--- src/rtl/stack_ctrl_pkg.sv ---
// Shared encodings for the operand-stack cache controller: decoder op codes and FSM states.
package stack_ctrl_pkg;

    typedef enum logic [2:0] {
        OP_NOP   = 3'd0,
        OP_PUSH  = 3'd1,
        OP_DROP  = 3'd2,
        OP_DUP   = 3'd3,
        OP_OVER  = 3'd4,
        OP_SWAP  = 3'd5,
        OP_BINOP = 3'd6,
        OP_CLEAR = 3'd7
    } op_t;

    typedef enum logic {
        S_IDLE = 1'b0,
        S_FILL = 1'b1
    } state_t;

endpackage

--- src/rtl/stack_cache_controller.sv ---
// Operand stack with TOS/SOS held in registers; deeper entries spill to and fill from a
// single-port synchronous stack RAM, one decoder op per handshake.
module stack_cache_controller
    import stack_ctrl_pkg::*;
#(
    parameter int WIDTH      = 16,
    parameter int ADDR_W     = 8,
    parameter int RAM_WORDS  = 64,
    parameter int STACK_BASE = 0
) (
    input  logic                            CLK,
    input  logic                            reset,
    input  logic                            op_valid,
    output logic                            op_ready,
    input  logic [2:0]                      op,
    input  logic [WIDTH-1:0]                push_data,
    input  logic [WIDTH-1:0]                alu_result,
    output logic                            op_done,
    output logic [WIDTH-1:0]                top_of_stack,
    output logic [WIDTH-1:0]                second_of_stack,
    output logic [$clog2(RAM_WORDS+3)-1:0]  depth,
    output logic                            stack_err,
    output logic [ADDR_W-1:0]               mem_addr,
    output logic [WIDTH-1:0]                mem_wdata,
    output logic                            mem_we,
    input  logic [WIDTH-1:0]                mem_rdata
);

    localparam int MAX_DEPTH = RAM_WORDS + 2;
    localparam int DEPTH_W   = $clog2(MAX_DEPTH + 1);

    localparam logic [DEPTH_W-1:0] D0   = '0;
    localparam logic [DEPTH_W-1:0] D1   = DEPTH_W'(1);
    localparam logic [DEPTH_W-1:0] D2   = DEPTH_W'(2);
    localparam logic [DEPTH_W-1:0] D3   = DEPTH_W'(3);
    localparam logic [DEPTH_W-1:0] DMAX = DEPTH_W'(MAX_DEPTH);

    localparam logic [ADDR_W-1:0] BASE_A = ADDR_W'(STACK_BASE);

    state_t             state_q, state_d;
    logic [WIDTH-1:0]   tos_q, tos_d;
    logic [WIDTH-1:0]   sos_q, sos_d;
    logic [DEPTH_W-1:0] depth_q, depth_d;
    logic               err_q, err_d;
    logic               done_q, done_d;
    logic [ADDR_W-1:0]  depth_a;
    logic [ADDR_W-1:0]  wr_addr;
    logic [ADDR_W-1:0]  rd_addr;

    // Spill index of the entry just below SOS is depth-2; the one refilled into SOS is depth-3.
    assign depth_a = ADDR_W'(depth_q);
    assign wr_addr = BASE_A + depth_a - ADDR_W'(2);
    assign rd_addr = BASE_A + depth_a - ADDR_W'(3);

    always_comb begin
        state_d  = state_q;
        tos_d    = tos_q;
        sos_d    = sos_q;
        depth_d  = depth_q;
        err_d    = err_q;
        done_d   = 1'b0;
        mem_we   = 1'b0;
        mem_addr = wr_addr;

        case (state_q)
            S_IDLE: begin
                if (op_valid && !reset) begin
                    done_d = 1'b1;
                    case (op)
                        OP_PUSH, OP_DUP, OP_OVER: begin
                            if ((op == OP_DUP && depth_q == D0) ||
                                (op == OP_OVER && depth_q < D2) ||
                                depth_q == DMAX) begin
                                err_d = 1'b1;
                            end else begin
                                tos_d   = (op == OP_PUSH) ? push_data :
                                          (op == OP_DUP)  ? tos_q : sos_q;
                                sos_d   = tos_q;
                                depth_d = depth_q + D1;
                                mem_we  = (depth_q >= D2);
                            end
                        end
                        OP_SWAP: begin
                            if (depth_q < D2) begin
                                err_d = 1'b1;
                            end else begin
                                tos_d = sos_q;
                                sos_d = tos_q;
                            end
                        end
                        OP_DROP, OP_BINOP: begin
                            if ((op == OP_DROP && depth_q == D0) ||
                                (op == OP_BINOP && depth_q < D2)) begin
                                err_d = 1'b1;
                            end else begin
                                tos_d   = (op == OP_DROP) ? sos_q : alu_result;
                                depth_d = depth_q - D1;
                                if (depth_q >= D3) begin
                                    // SOS arrives from RAM next cycle; completion moves to FILL.
                                    mem_addr = rd_addr;
                                    state_d  = S_FILL;
                                    done_d   = 1'b0;
                                end else begin
                                    sos_d = '0;
                                end
                            end
                        end
                        OP_CLEAR: begin
                            tos_d   = '0;
                            sos_d   = '0;
                            depth_d = D0;
                            err_d   = 1'b0;
                        end
                        default: ;
                    endcase
                end
            end
            S_FILL: begin
                sos_d   = mem_rdata;
                state_d = S_IDLE;
                done_d  = 1'b1;
            end
            default: state_d = S_IDLE;
        endcase
    end

    always_ff @(posedge CLK) begin
        if (reset) begin
            state_q <= S_IDLE;
            tos_q   <= '0;
            sos_q   <= '0;
            depth_q <= D0;
            err_q   <= 1'b0;
            done_q  <= 1'b0;
        end else begin
            state_q <= state_d;
            tos_q   <= tos_d;
            sos_q   <= sos_d;
            depth_q <= depth_d;
            err_q   <= err_d;
            done_q  <= done_d;
        end
    end

    assign op_ready        = (state_q == S_IDLE);
    assign op_done         = done_q;
    assign top_of_stack    = tos_q;
    assign second_of_stack = sos_q;
    assign depth           = depth_q;
    assign stack_err       = err_q;
    assign mem_wdata       = sos_q;

endmodule

--- config.mk ---
export PLATFORM = sky130hd
export DESIGN_NAME = stack_cache_controller
export DESIGN_NICKNAME = d
export VERILOG_FILES = /design/src/rtl/stack_ctrl_pkg.sv /design/src/rtl/stack_cache_controller.sv
export SDC_FILE = /design/constraint.sdc
export NUM_CORES = 1
export LEC_CHECK = 0
export CAP_MARGIN = 20
export CORE_MARGIN = 3
export CORE_UTILIZATION = 30
export DETAILED_ROUTE_END_ITERATION = 16
export GPL_TIMING_DRIVEN = 0
export HOLD_SLACK_MARGIN = 0.12
export PLACE_DENSITY = 0.62
export SLEW_MARGIN = 15
export SYNTH_ARGS = -nofsm -noshare
export SYNTH_HDL_FRONTEND = slang
export SYNTH_SLANG_ARGS = --single-unit
--- constraint.sdc ---
create_clock -name CLK -period 7.77 [get_ports CLK]
set_input_delay 1.554 -clock CLK [delete_from_list [all_inputs] [get_ports CLK]]
set_output_delay 1.554 -clock CLK [all_outputs]
set_load 0.05 [all_outputs]
==> impl_metrics.csv, run 1 <==
group,metric,value,unit
clocking,clock_path_buffers,2,
die,row_count,36,
logic_synthesis,synthFlopType,"dfxtp_1",
cells_and_area,final_nets,581,
timing,finalClockSkew,0.007359,ns
critical_path,setup.reg_to_reg.worst_slack,4.34,ns
power_and_ir_drop,p_switching,267.6,uW
clocking,cts-htree-levels,2,
die,die_w,106.8,microns
clocking,clock-root-buffer,"clkbuf_8",
detailed_routing,wl,11330,microns
logic_synthesis,seq_area_frac_synth,27.57,%
logic_synthesis,synth_top_area_cell,"dfxtp_1",
timing,min_period_over_period,86.18,%
power_and_ir_drop,peakVddDrop,0.00009172,V
logic_synthesis,synth.top_cell.area_share,27.57,%
logic_synthesis,synth_edf_count,0,
logic_synthesis,yosysWarnings,0,
power_and_ir_drop,power_density,146.9,nW/um^2
cells_and_area,fin_util,45.78,%
detailed_routing,drc_errors,0,
timing,finalHoldViolations,0,
cells_and_area,syn_to_final_growth,47.44,%
critical_path,start_kind,"primary input",
clocking,cts-buffers-inserted,5,
logic_synthesis,netlist_instances,389,
outcome,outcome,"complete, no violations",
timing,worstMarginPinSlew,0.8994,ns
clocking,clock-sinks,42,
die,ios,121,
die,dieArea,11410,sq um
power_and_ir_drop,p_leak,0.001637,uW
hold_path,holdPathEnd,"mem_wdata[15]$_SDFFE_PP0P_",
timing,setup_violations,0,
cells_and_area,n_antenna_cell,0,
power_and_ir_drop,internal_power,392.8,uW
critical_path,r2r-start,"depth[1]$_SDFFE_PP0P_",
detailed_routing,vias_per_cell,5.305,
logic_synthesis,syn-mean-instance-area,7.838,sq um
place,place_hpwl,8468,microns
critical_path,worst_setup_path_end_kind,"output pin",
power_and_ir_drop,seqPwrFrac,36.5,%
die,start_util,31.05,%
clocking,ctsResizeCount,0,
global_routing,grt_use_met1,25.92,%
global_routing,grt_util_met2,33.63,%
global_routing,grt_pass1_wl,18330,microns
logic_synthesis,ys_async_sr_fraction,0,%
logic_synthesis,synth_cell_types,51,
critical_path,cp_max_fo,10,
clocking,post-cts-setup-buffers,0,
cells_and_area,layout-drive-gt1-share,9.109,%
logic_synthesis,yosysMostFrequentCell,"inv_1",
timing,rsz0062_at_grt,"false",
cells_and_area,fillers,1015,
logic_synthesis,synth_area_leaders,"dfxtp_1 28%, a21oi_1 5.6%, inv_1 5.3%",
hold_path,min_from,"top_of_stack[15]$_SDFFE_PP0P_",
clocking,cts_tree,"done",
global_routing,grt_overflow,0,
timing,period_needed,6.696,ns
hold_path,holdPathStages,2,
critical_path,cp_data_arrival_time,5.14,ns
timing,relSlewSlack,39.58,%
hold_path,hold_class,"flop to flop",
clocking,insertion_delay,0.30,ns
global_routing,track_usage,19.76,%
detailed_routing,wl_per_cell,17.45,microns
global_routing,grtUsageMet3,3.974,%
detailed_routing,postRouteAntennaNets,0,
power_and_ir_drop,clock_power_share,21.1,%
place,gp_congestion,0.8439,
clocking,clkSlewWorstSetupHoldPaths,0.09,ns
logic_synthesis,syn_nets,454,
critical_path,r2r_cells,10,
critical_path,r2r_end,"mem_wdata[9]$_SDFFE_PP0P_",
global_routing,top_usage_layer,"met2",
die,dieHeight,106.8,microns
die,core_area,9819,sq um
timing,finalSetupTns,0,ns
power_and_ir_drop,switching_share,40.52,%
critical_path,worst-setup-path-type,"primary input to output pin",
global_routing,grt_pass1_vias,3531,
detailed_routing,first_pass_iters,5,
detailed_routing,num_vias,3443,
logic_synthesis,syn-cell-area,3049,sq um
job,drv_cap,0,
logic_synthesis,synth_seq_cells,42,
global_routing,antenna_found_initial,0,
global_routing,grt_start_max_net_pins,13,
detailed_routing,first_iter_violations,224,
power_and_ir_drop,power_frac_comb,42.4,%
clocking,cts_hold_buf,0,
timing,drv_slew,0,
timing,max_freq,149.3,MHz
logic_synthesis,yosys-top-cells-count,"43 x inv_1, 42 x dfxtp_1, 34 x a21oi_1",
place,port_buffers,120,
critical_path,cp.required,6.22,ns
[worst max-delay path, cell delays in order]
cell and delay [ns]:
clkdlybuf4s50_1 0.44, clkbuf_1 0.27, nor2b_1 0.51, inv_1 0.23, nor3_1 0.45, o211ai_1 0.17
a2111oi_1 0.51, xor2_1 0.19, clkdlybuf4s50_1 0.82
[area by class of cell]
cell class              instances  area (sq um)  area share [%]
well taps                     133         166.4           3.702
repair buffers                120          1201           26.72
plain buffers                  47         255.2           5.678
clock inverters                 2         10.01          0.2227
inverters                      43         161.4           3.590
clock buffers                   5         68.82           1.531
flip-flops and latches         42         840.8           18.70
multi-input cells             257          1792           39.86
[power by group through the flow]
stage / Clock, uW / Combinational (uW) / Sequential [uW]
floorplan: 0 / 138 / 283
CTS: 141 / 280 / 241
global placement: 0 / 276 / 245
global route: 150 / 300 / 243
finish: 139 / 280 / 241
detailed placement: 0 / 279 / 246
[cell usage in the layout (no fill, tap or decap), drive strengths merged, types with 4 or more instances in the layout]
| master | n |
|---|---|
| clkdlybuf4s50 | 120 |
| ha | 10 |
| clkbuf | 28 |
| a222oi | 15 |
| a211oi | 20 |
| nand3 | 17 |
| inv | 43 |
| nor3 | 8 |
| xnor2 | 4 |
| a21oi | 34 |
| nand2 | 20 |
| nor2 | 30 |
| buf | 24 |
| nand2b | 6 |
| o21ai | 24 |
| xor2 | 6 |
| dfxtp | 42 |
| a221oi | 17 |
| o211ai | 4 |
[flip-flops by register name, summed over array words and instances, names as in the netlist]
signal / flops
depth: 7
mem_wdata: 16
stack_err: 1
state_q: 1
top_of_stack: 16
op_done: 1
[logic make-up after synthesis]
group	count (synthesis)	synth area share (%)
AOI/OAI and AO/OA	137	34.35
adders and majority gates	11	4.760
and+or+nand+nor	96	15.80
buffers and inverters	90	13.66
xor gates and xnor gates	10	2.872
muxes	3	0.9849
DFF	42	27.58
[worst max-delay path by stage]
stage,endpoint,start,slack [ns]
after floorplan,mem_addr[4],op[0],2.25
after global placement,mem_addr[4],op[0],1.08
after detailed placement,mem_addr[4],op[0],1.08
after CTS,mem_addr[4],op[0],1.06
after global routing,mem_addr[4],op[0],0.74
final,mem_addr[4],op[0],1.07
[through the flow]
step / instance area, sq um / cells / power [uW] / hold slack [ns] / setup WS [ns]
finish: 4496 / 649 / 660.4 / 0.5005 / 1.074
CTS: 4496 / 649 / 662.0 / 0.5026 / 1.059
detailed placement: 4417 / 642 / 524.5 / 0.4912 / 1.077
global route: 4496 / 649 / 693.2 / 0.5171 / 0.7444
global placement: 4417 / 642 / 521.5 / 0.4807 / 1.085
floorplan: 3049 / 389 / 421.1 / 0.6761 / 2.253
[metal layers]
metal | vias up | wire, microns
li1 | 1664 | -
met1 | 1626 | 4969
met2 | 141 | 5301
met3 | 12 | 941
met4 | 0 | 114
met5 | - | 0
Power figures use the tool's default switching activity.
==> run 2: changes to the inputs <==
--- a/config.mk
+++ b/config.mk
@@ -6,10 +6,8 @@
 export NUM_CORES = 1
 export LEC_CHECK = 0
 export CAP_MARGIN = 20
-export CORE_MARGIN = 3
 export CORE_UTILIZATION = 30
 export DETAILED_ROUTE_END_ITERATION = 16
-export GPL_TIMING_DRIVEN = 0
 export HOLD_SLACK_MARGIN = 0.12
 export PLACE_DENSITY = 0.62
 export SLEW_MARGIN = 15
==> run 2 against run 1 <==
Effect of this change:
- sequential cell count unchanged
- power is 0.92% lower
- die area is 7.3% lower
- worst setup slack better by 0.17 ns
- combinational power is 4% lower
- sequential share of layout area grew 0.80 points
- critical path depth down 1
- count of clock-buffer cells in the layout unchanged
- critical endpoint unchanged
==> impl_metrics.csv, run 2 (synthesis results as in run 1) <==
group,metric,value,unit
power_and_ir_drop,peakVddDrop,0.00007253,V
critical_path,worst-setup-path-type,"primary input to output pin",
detailed_routing,postRouteAntennaNets,0,
timing,finalClockSkew,0.007519,ns
cells_and_area,fillers,1027,
hold_path,min_from,"top_of_stack[13]$_SDFFE_PP0P_",
timing,finalSetupTns,0,ns
place,dp_slack,1.271,ns
die,dieHeight,102.8,microns
clocking,clock-sinks,42,
critical_path,worst_setup_path_end_kind,"output pin",
critical_path,crit_path_start,"op[0]",
critical_path,cp.required,6.22,ns
detailed_routing,vias_per_cell,5.297,
hold_path,hold_class,"flop to flop",
detailed_routing,wl_met2,4714,microns
place,dp_cells,601,
die,row_count,36,
critical_path,cp_data_arrival_time,4.97,ns
cells_and_area,layout-drive-gt1-share,6.933,%
job,drv_cap,0,
die,start_util,31.05,%
clocking,clkSlewWorstSetupHoldPaths,0.08,ns
detailed_routing,met3_wirelength,681,microns
die,ios,121,
global_routing,grt_overflow,0,
clocking,clock-root-buffer,"clkbuf_8",
detailed_routing,wl,9917,microns
timing,max_freq,153.2,MHz
global_routing,grt_start_max_net_pins,42,
place,placed_area,4223,sq um
detailed_routing,num_vias,3226,
clocking,cts_hold_buf,0,
global_routing,antenna_found_initial,0,
place,gp_congestion,0.8846,
detailed_routing,m1WireLength,4370,microns
global_routing,grt_pass1_vias,3099,
detailed_routing,top_layer,"met4",
clocking,insertion_delay,0.30,ns
cells_and_area,instances_no_fill,609,
place,place_hpwl,7074,microns
critical_path,r2r-start,"depth[1]$_SDFFE_PP0P_",
critical_path,start_kind,"primary input",
clocking,cts-htree-levels,2,
place,port_buffers,120,
timing,relSlewSlack,40.79,%
timing,min_period_over_period,84.00,%
cells_and_area,final_cell_mix,"119 x clkdlybuf4s50_1, 43 x inv_1, 42 x dfxtp_1, 34 x a21oi_1, 30 x nor2_1",
clocking,ctsResizeCount,0,
detailed_routing,first_pass_iters,5,
timing,rsz0062_at_grt,"false",
timing,fin_ws,1.244,ns
timing,period_needed,6.526,ns
die,die_w,102.8,microns
outcome,outcome,"complete, no violations",
timing,setup_violations,0,
timing,drv_slew,0,
global_routing,grt_pass1_wl,15730,microns
detailed_routing,wl_per_cell,16.28,microns
power_and_ir_drop,p_leak,0.001522,uW
die,core_area,9819,sq um
critical_path,cp_max_fo,12,
cells_and_area,final_common_cell,"clkdlybuf4s50_1",
timing,worstMarginPinSlew,0.8829,ns
detailed_routing,first_iter_violations,172,
cells_and_area,n_antenna_cell,0,
power_and_ir_drop,power_density,151.8,nW/um^2
cells_and_area,syn_to_final_growth,41.36,%
cells_and_area,final_nets,540,
clocking,post-cts-setup-buffers,0,
power_and_ir_drop,power,654.3,uW
clocking,cts-buffers-inserted,5,
clocking,cts_tree,"done",
timing,finalHoldViolations,0,
detailed_routing,drc_errors,0,
global_routing,track_usage,18.97,%
cells_and_area,final_cell_area,4310,sq um
clocking,clock_path_buffers,2,
die,dieArea,10570,sq um
==> run 2: worst paths after layout <==
check / endpoint / slack [ns] / cells after the start
max: mem_addr[4] / 1.24 / 8
min: mem_wdata[13]$_SDFFE_PP0P_ / 0.50 / 2
max reg2reg: mem_wdata[15]$_SDFFE_PP0P_ / 4.40 / 8
min reg2reg: mem_wdata[13]$_SDFFE_PP0P_ / 0.50 / 2
==> run 2: where the power goes <==
part / leakage [uW] / internal, uW / switching [uW] / total [uW]
logic: 0.00113 / 100 / 168 / 269
clock network: 0.0000483 / 63.3 / 79.6 / 143
registers: 0.000341 / 227 / 15.8 / 243
total: 0.00152 / 391 / 264 / 654
==> run 2: routing by layer <==
| metal | vias to the layer above | global-route usage [%] |
|---|---|---|
| li1 | 1577 | - |
| met2 | 124 | 32.46 |
| met5 | - | 0 |
| met4 | 0 | 6.176 |
| met1 | 1511 | 24.34 |
| met3 | 14 | 2.983 |
==> run 2: critical path, stage by stage <==
cell	delay, ns
clkdlybuf4s50_1	0.63
nor2b_1	0.50
inv_1	0.21
nor3_1	0.43
o211ai_1	0.15
a2111oi_1	0.48
xor2_1	0.19
clkdlybuf4s50_1	0.83
==> run 2: metrics by stage <==
step,hold slack (ns),utilization [%]
2_1_floorplan,0.6761,-
3_5_place_dp,0.4951,43.00
3_3_place_gp,0.4816,42.89
4_1_cts,0.5084,43.90
6_report,0.5028,43.90
5_1_grt,0.5284,43.90
==> run 2: final cells by class <==
class | count | area (sq um) | area share (%)
flip-flops and latches | 42 | 840.8 | 19.51
clock inverters | 3 | 18.77 | 0.4354
repair buffers | 126 | 1245 | 28.88
clock buffers | 5 | 68.82 | 1.597
well taps | 133 | 166.4 | 3.861
multi-input cells | 257 | 1809 | 41.97
inverters | 43 | 161.4 | 3.745
